===== src/rtl/mips_mem_pkg.sv =====
// Shared types and constants for the MIPS load/store unit.
package mips_mem_pkg;

    localparam int BYTE_W     = 8;
    localparam int WORD_BYTES = 4;

    // Access size as carried on req_size.
    typedef enum logic [1:0] {
        SZ_BYTE = 2'd0,
        SZ_HALF = 2'd1,
        SZ_WORD = 2'd2,
        SZ_BAD  = 2'd3
    } size_e;

    // Load/store controller states.
    typedef enum logic [1:0] {
        IDLE   = 2'd0,
        ACCESS = 2'd1,
        MERGE  = 2'd2,
        RESP   = 2'd3
    } lsu_state_e;

endpackage


===== src/rtl/mips_lsu_if.sv =====
// Request/response handshake plus word-organised memory port of the LSU.
// master = datapath and memory side, slave = the LSU itself.
interface mips_lsu_if #(
    parameter int AW     = 32,
    parameter int MEM_AW = 32
);
    logic              req_valid;
    logic              req_ready;
    logic              req_wr;
    logic [1:0]        req_size;
    logic              req_unsigned;
    logic [AW-1:0]     req_addr;
    logic [31:0]       req_wdata;

    logic              rsp_valid;
    logic              rsp_ready;
    logic [31:0]       rsp_rdata;
    logic              rsp_err;

    logic              mem_wrt;
    logic [MEM_AW-1:0] mem_addr;
    logic [31:0]       mem_wdata;
    logic [31:0]       mem_rdata;

    modport master (
        output req_valid, req_wr, req_size, req_unsigned, req_addr, req_wdata,
        output rsp_ready, mem_rdata,
        input  req_ready, rsp_valid, rsp_rdata, rsp_err,
        input  mem_wrt, mem_addr, mem_wdata
    );

    modport slave (
        input  req_valid, req_wr, req_size, req_unsigned, req_addr, req_wdata,
        input  rsp_ready, mem_rdata,
        output req_ready, rsp_valid, rsp_rdata, rsp_err,
        output mem_wrt, mem_addr, mem_wdata
    );

endinterface


===== src/rtl/mips_lsu_align.sv =====
// Combinational lane extraction/extension for loads and lane merge for
// stores. Lanes are little-endian; halves align down to lane[1].
module mips_lsu_align
    import mips_mem_pkg::*;
(
    input  logic [31:0] word,
    input  logic [1:0]  lane,
    input  size_e       size,
    input  logic        is_unsigned,
    input  logic [31:0] wdata,
    output logic [31:0] load_val,
    output logic [31:0] store_word
);

    logic [BYTE_W-1:0] byte_sel;
    logic [15:0]       half_sel;
    logic [4:0]        byte_lsb;

    // Select the addressed lane and build both the load and merge results.
    always_comb begin
        byte_lsb   = {lane, 3'b000};
        byte_sel   = word[byte_lsb +: BYTE_W];
        half_sel   = lane[1] ? word[31:16] : word[15:0];
        load_val   = '0;
        store_word = word;
        case (size)
            SZ_BYTE: begin
                load_val = {{24{~is_unsigned & byte_sel[7]}}, byte_sel};
                store_word[byte_lsb +: BYTE_W] = wdata[BYTE_W-1:0];
            end
            SZ_HALF: begin
                load_val = {{16{~is_unsigned & half_sel[15]}}, half_sel};
                if (lane[1]) begin
                    store_word[31:16] = wdata[15:0];
                end else begin
                    store_word[15:0] = wdata[15:0];
                end
            end
            SZ_WORD: begin
                load_val   = word;
                store_word = wdata;
            end
            default: begin
                load_val   = '0;
                store_word = word;
            end
        endcase
    end

endmodule


===== src/rtl/mips_lsu.sv =====
// MIPS load/store unit: one request at a time, sub-word stores done as
// read-modify-write against a combinational-read word memory.
// Optional macro MIPS_LSU_MISALIGN_CHK_EN rejects misaligned half/word
// accesses; without it the low address bits are simply ignored.
module mips_lsu
    import mips_mem_pkg::*;
#(
    parameter int AW     = 32,
    parameter int MEM_AW = 32
) (
    input  logic       clk,
    input  logic       reset,
    mips_lsu_if.slave  bus
);

    lsu_state_e    state_q, state_d;
    logic          wr_q, wr_d;
    size_e         size_q, size_d;
    logic          uns_q, uns_d;
    logic [AW-1:0] addr_q, addr_d;
    logic [31:0]   wdata_q, wdata_d;
    logic [31:0]   merge_q, merge_d;
    logic [31:0]   rdata_q, rdata_d;
    logic          err_q, err_d;

    logic          req_ready;
    logic          mem_wrt;
    logic [31:0]   mem_wdata;
    logic          misaligned;
    size_e         req_size_e;
    logic [31:0]   align_word;
    logic [31:0]   load_val;
    logic [31:0]   store_word;

    assign req_size_e = size_e'(bus.req_size);

`ifdef MIPS_LSU_MISALIGN_CHK_EN
    assign misaligned = ((req_size_e == SZ_HALF) && bus.req_addr[0]) ||
                        ((req_size_e == SZ_WORD) && (bus.req_addr[1:0] != 2'b00));
`else
    assign misaligned = 1'b0;
`endif

    // The merge path works on the word captured during ACCESS; loads and
    // word stores use the live memory read.
    assign align_word = (state_q == MERGE) ? merge_q : bus.mem_rdata;

    mips_lsu_align u_align (
        .word        (align_word),
        .lane        (addr_q[1:0]),
        .size        (size_q),
        .is_unsigned (uns_q),
        .wdata       (wdata_q),
        .load_val    (load_val),
        .store_word  (store_word)
    );

    // Next-state, latching and memory-port control.
    always_comb begin
        state_d   = state_q;
        wr_d      = wr_q;
        size_d    = size_q;
        uns_d     = uns_q;
        addr_d    = addr_q;
        wdata_d   = wdata_q;
        merge_d   = merge_q;
        rdata_d   = rdata_q;
        err_d     = err_q;
        req_ready = 1'b0;
        mem_wrt   = 1'b0;
        mem_wdata = '0;
        case (state_q)
            IDLE: begin
                req_ready = 1'b1;
                if (bus.req_valid) begin
                    wr_d    = bus.req_wr;
                    size_d  = req_size_e;
                    uns_d   = bus.req_unsigned;
                    addr_d  = bus.req_addr;
                    wdata_d = bus.req_wdata;
                    rdata_d = '0;
                    if ((req_size_e == SZ_BAD) || misaligned) begin
                        err_d   = 1'b1;
                        state_d = RESP;
                    end else begin
                        err_d   = 1'b0;
                        state_d = ACCESS;
                    end
                end
            end
            ACCESS: begin
                if (!wr_q) begin
                    rdata_d = load_val;
                    state_d = RESP;
                end else if (size_q == SZ_WORD) begin
                    mem_wrt   = 1'b1;
                    mem_wdata = store_word;
                    state_d   = RESP;
                end else begin
                    merge_d = bus.mem_rdata;
                    state_d = MERGE;
                end
            end
            MERGE: begin
                mem_wrt   = 1'b1;
                mem_wdata = store_word;
                state_d   = RESP;
            end
            RESP: begin
                if (bus.rsp_ready) begin
                    state_d = IDLE;
                end
            end
            default: state_d = IDLE;
        endcase
    end

    // State and latched request registers; reset aborts any operation.
    always_ff @(posedge clk or posedge reset) begin
        if (reset) begin
            state_q <= IDLE;
            wr_q    <= 1'b0;
            size_q  <= SZ_BYTE;
            uns_q   <= 1'b0;
            addr_q  <= '0;
            wdata_q <= '0;
            merge_q <= '0;
            rdata_q <= '0;
            err_q   <= 1'b0;
        end else begin
            state_q <= state_d;
            wr_q    <= wr_d;
            size_q  <= size_d;
            uns_q   <= uns_d;
            addr_q  <= addr_d;
            wdata_q <= wdata_d;
            merge_q <= merge_d;
            rdata_q <= rdata_d;
            err_q   <= err_d;
        end
    end

    assign bus.req_ready = req_ready;
    assign bus.rsp_valid = (state_q == RESP);
    assign bus.rsp_rdata = rdata_q;
    assign bus.rsp_err   = err_q;
    assign bus.mem_wrt   = mem_wrt;
    assign bus.mem_wdata = mem_wdata;
    assign bus.mem_addr  = MEM_AW'(addr_q[AW-1:2]);

endmodule


===== src/flat_wrapper.sv =====
// flat-port wrapper written by rule: the top's interface ports become plain ports
module mips_lsu_flat import mips_mem_pkg::*;
#(
    parameter int AW     = 32,
    parameter int MEM_AW = 32
)
  (clk, reset, bus_req_valid, bus_req_wr, bus_req_size, bus_req_unsigned, bus_req_addr, bus_req_wdata, bus_rsp_ready, bus_mem_rdata, bus_req_ready, bus_rsp_valid, bus_rsp_rdata, bus_rsp_err, bus_mem_wrt, bus_mem_addr, bus_mem_wdata);
  mips_lsu_if #(.AW(AW), .MEM_AW(MEM_AW)) bus_i ();
  input  logic clk;
  input  logic reset;
  input wire logic [$bits(bus_i.req_valid)-1:0] bus_req_valid;
  input wire logic [$bits(bus_i.req_wr)-1:0] bus_req_wr;
  input wire logic [$bits(bus_i.req_size)-1:0] bus_req_size;
  input wire logic [$bits(bus_i.req_unsigned)-1:0] bus_req_unsigned;
  input wire logic [$bits(bus_i.req_addr)-1:0] bus_req_addr;
  input wire logic [$bits(bus_i.req_wdata)-1:0] bus_req_wdata;
  input wire logic [$bits(bus_i.rsp_ready)-1:0] bus_rsp_ready;
  input wire logic [$bits(bus_i.mem_rdata)-1:0] bus_mem_rdata;
  output wire logic [$bits(bus_i.req_ready)-1:0] bus_req_ready;
  output wire logic [$bits(bus_i.rsp_valid)-1:0] bus_rsp_valid;
  output wire logic [$bits(bus_i.rsp_rdata)-1:0] bus_rsp_rdata;
  output wire logic [$bits(bus_i.rsp_err)-1:0] bus_rsp_err;
  output wire logic [$bits(bus_i.mem_wrt)-1:0] bus_mem_wrt;
  output wire logic [$bits(bus_i.mem_addr)-1:0] bus_mem_addr;
  output wire logic [$bits(bus_i.mem_wdata)-1:0] bus_mem_wdata;
  assign bus_i.req_valid = bus_req_valid;
  assign bus_i.req_wr = bus_req_wr;
  assign bus_i.req_size = bus_req_size;
  assign bus_i.req_unsigned = bus_req_unsigned;
  assign bus_i.req_addr = bus_req_addr;
  assign bus_i.req_wdata = bus_req_wdata;
  assign bus_i.rsp_ready = bus_rsp_ready;
  assign bus_i.mem_rdata = bus_mem_rdata;
  assign bus_req_ready = bus_i.req_ready;
  assign bus_rsp_valid = bus_i.rsp_valid;
  assign bus_rsp_rdata = bus_i.rsp_rdata;
  assign bus_rsp_err = bus_i.rsp_err;
  assign bus_mem_wrt = bus_i.mem_wrt;
  assign bus_mem_addr = bus_i.mem_addr;
  assign bus_mem_wdata = bus_i.mem_wdata;
  mips_lsu #(.AW(AW), .MEM_AW(MEM_AW)) u_core (.clk(clk), .reset(reset), .bus(bus_i));
endmodule

===== config.mk =====
export PLATFORM = sky130hd
export DESIGN_NAME = mips_lsu_flat
export DESIGN_NICKNAME = d
export VERILOG_FILES = /design/src/rtl/mips_mem_pkg.sv /design/src/rtl/mips_lsu_if.sv /design/src/rtl/mips_lsu_align.sv /design/src/rtl/mips_lsu.sv /design/src/flat_wrapper.sv
export SDC_FILE = /design/constraint.sdc
export NUM_CORES = 1
export LEC_CHECK = 0
export BUFFER_PORTS_ARGS = -buffer_cell sky130_fd_sc_hd__buf_2
export CAP_MARGIN = 20
export CORE_ASPECT_RATIO = 0.75
export CORE_MARGIN = 2
export CORE_UTILIZATION = 30
export CTS_BUF_LIST = sky130_fd_sc_hd__clkbuf_8
export DETAILED_ROUTE_END_ITERATION = 8
export PLACE_DENSITY = 0.55
export SETUP_SLACK_MARGIN = 0.1
export SYNTH_ARGS = -nofsm -noshare
export SYNTH_HDL_FRONTEND = slang
export SYNTH_HIERARCHICAL = 1
export SYNTH_SLANG_ARGS = --single-unit

===== constraint.sdc =====
create_clock -name clk -period 4.8 [get_ports clk]
set_input_delay 0.48 -clock clk [delete_from_list [all_inputs] [get_ports clk]]
set_output_delay 0.48 -clock clk [all_outputs]
set_load 0.02 [all_outputs]

==> metrics.yaml <==
max_slew_margin: 0.350
synth.top_cells.by_count: "142 x mux2_2, 135 x dfrtp_1, 87 x nand2_1"
cp_max_fo: 15
multiInputGateArea_um2: 3870
path_cells: "inv_1 -> ha_1 -> buf_12 -> mux2_2 -> mux2_2 -> a222oi_1 -> o21ai_0 -> and2_1 -> buf_2"
cp_slowest_cell: "ha_1"
p_int_w: 0.00402
combPwrFrac: 0.558
synth_top_cell_by_area: "dfrtp_1"
dr.pass1.iters: 6
cts-root-buf: "clkbuf_8"
p_leak_nw: 4.53
fmax_ghz: 0.263
critPathKind: "reg -> out"
synthDistinctLibCells: 61
dp_hpwl_mm: 18.5
syn_to_final_growth_pct: 19.2
grt_pass1_vias: 6058
ys_warn_count: 6
switchingPower_w: 0.00312
cpPeakStageDelay_ns: 0.63
start_util: 0.305
grt_pass1_wl_mm: 37.3
crit_family: "multiplexers"
fin_skew_ns: 0.0113
clock_path_buffers: 2
fin_crit_ns: 3.80
final-hold-violation-count: 0
cts_resized: 0
synthFlopType: "dfrtp_1"
dr.first_iter.drc_count: 476
fill_cells: 2687
drc_errors: 0
fin_ws_ns: 0.997
core_area_um2: 25900
synth_top_area_frac: 0.427
setup_tns_ns: 0
worst_hold_slack_ns: 0.0532
viasPerCell: 4.90
finalWeightedCongestion: 0.903
crit_required_ns: 4.32
avgSynthCellArea_um2: 11.0
yosysMostFrequentCell: "mux2_2"
cts_setup_buffers: 0
p_sw_frac: 0.437
synth_seq_cells: 135
wl_per_cell_um: 20.1
crit_top_cell: "mux2_2"
seq_power_share: 0.289
path_clk_slew_ns: 0.08
rows: 51
track_usage: 0.183
hp-class: "in -> async"
synth_area_um2: 7910
preCtsSetupSlack_ns: 1.46
grt_max_degree: 71
setup_viol: 0
end_kind: "output port"
ant_nets: 0
power.density_nw_per_um2: 757
yosysSeqAreaShare: 0.427
pwr-share-clk: 0.152
status: "completed"
dieWidth_um: 192
drive_gt1_frac: 0.445
cts_buffers: 17
synth-async-reset-ratio: 1.00
die_area_um2: 27700
drv_cap: 0
grt_overflow: 0
netlist_instances: 722
worst_ep_arrival_time_ns: 3.32
final_net_count: 993
slew_viol_final: 0
clk_latency_ns: 0.46
io_buffers: 201
vdd_drop_max_uv: 256
rsz0062_at_grt: "no"
cts.sinks: 135
start_kind: "flop"
num_io_pins: 204
register_area_um2: 3380
antenna_found_initial: 1
synth-edff-count: 0
routed_wl_mm: 24.9
worst_pin_slew_ns: 0.975
crit_buf_inv: 3
dieHeight_um: 145
htree_levels: 4
yosys-top-cells-area: "dfrtp_1 43%, mux2_2 20%, mux2i_1 5.4%, nand2_1 4.1%, buf_4 3.6%"
vias: 6066
tritoncts: "yes"
postCtsHoldBufs: 0
fin_crit_sh: 0.792
## layout make-up
type / count / share of cell area
Inverter: 44 / 0.0180
Antenna cell: 2 / 0.000531
Clock inverter: 10 / 0.0159
Sequential cell: 135 / 0.358
Multi-Input combinational cell: 467 / 0.410
Clock buffer: 22 / 0.0321
Timing Repair Buffer: 215 / 0.119
Tap cell: 344 / 0.0456
## power by group through the flow
| stage | sequential (W) | combinational (W) | clock [W] |
|---|---|---|---|
| 2_1_floorplan | 0.00203 | 0.00307 | 0 |
| 3_3_place_gp | 0.00207 | 0.00397 | 0 |
| 3_5_place_dp | 0.00209 | 0.00397 | 0 |
| 4_1_cts | 0.00207 | 0.00399 | 0.00113 |
| 5_1_grt | 0.00214 | 0.00431 | 0.00118 |
| 6_report | 0.00206 | 0.00398 | 0.00109 |
## cells in the final DEF (no fill, tap or decap), types with 2 or more instances in the layout
cell,instances
ha_1,9
nand3_1,5
bufinv_16,4
nor2b_1,15
nor3_1,3
mux2_2,142
nor2_1,9
inv_1,45
dfrtp_1,135
buf_4,13
clkbuf_8,22
and3_1,5
mux2_1,5
nor3b_1,3
a22oi_1,11
a32oi_1,2
nand2b_1,3
mux2i_1,43
a21oi_1,5
o21ai_1,3
a211o_1,3
clkinv_2,2
buf_2,201
conb_1,2
o21ai_0,11
a222oi_1,8
and2_1,33
nand2_1,86
a22o_1,8
diode_2,2
a221o_1,21
## path summary, 6_finish.rpt
path / startpoint / end / slack [ns] / cells after the start
hold / removal: reset / u_core/wdata_q[27] / 0.05 / 2
setup reg to reg: u_core/state_q[0] / u_core/bus.rsp_rdata[22] / 1.58 / 10
max in group asynchronous: reset / u_core/bus.rsp_rdata[31] / 3.68 / 3
hold reg to reg: u_core/merge_q[22] / u_core/merge_q[22] / 0.49 / 1
min in group clk: bus_req_addr[7] / u_core/addr_q[7] / 0.25 / 2
setup / recovery: u_core/state_q[0] / bus_mem_wdata[30] / 1.0 / 9
## through the flow
| stage | total power, W | utilization | instances | cell area, um^2 |
|---|---|---|---|---|
| after floorplan | 0.00510 | - | 723 | 7910 |
| after global placement | 0.00604 | 0.346 | 1205 | 8970 |
| after detailed placement | 0.00606 | 0.346 | 1205 | 8970 |
| after CTS | 0.00718 | 0.364 | 1237 | 9420 |
| after global routing | 0.00762 | 0.364 | 1237 | 9420 |
| final | 0.00714 | 0.364 | 1239 | 9430 |
## routing by layer
layer,up-vias,global-route usage,part of all wire
met3,21,0.0485,0.065
li1,2829,-,-
met1,3026,0.274,0.50
met5,-,0,0
met4,0,0.0518,0.013
met2,190,0.255,0.42
## cell families (layout without fill, tap and decap cells)
logic type,after synthesis,in the layout,share of synthesized area
AO/OA/AOI/OAI,92,92,0.0993
multiplexers,190,190,0.264
AND/OR/NAND/NOR,174,174,0.110
buffers and inverters,121,291,0.0853
other,1,4,0.000474
adder cells (fa/ha/maj),9,9,0.0142
flip-flops,135,135,0.427
## sequential cells by signal, indices dropped and copies added, names as in the netlist
| signal | count |
|---|---|
| u_core/size_q | 2 |
| u_core/bus.rsp_rdata | 32 |
| u_core/merge_q | 32 |
| u_core/bus.rsp_err | 1 |
| u_core/uns_q | 1 |
| u_core/state_q | 2 |
| u_core/addr_q | 32 |
| u_core/wdata_q | 32 |
| u_core/wr_q | 1 |
(Power assumes the default switching activity.)
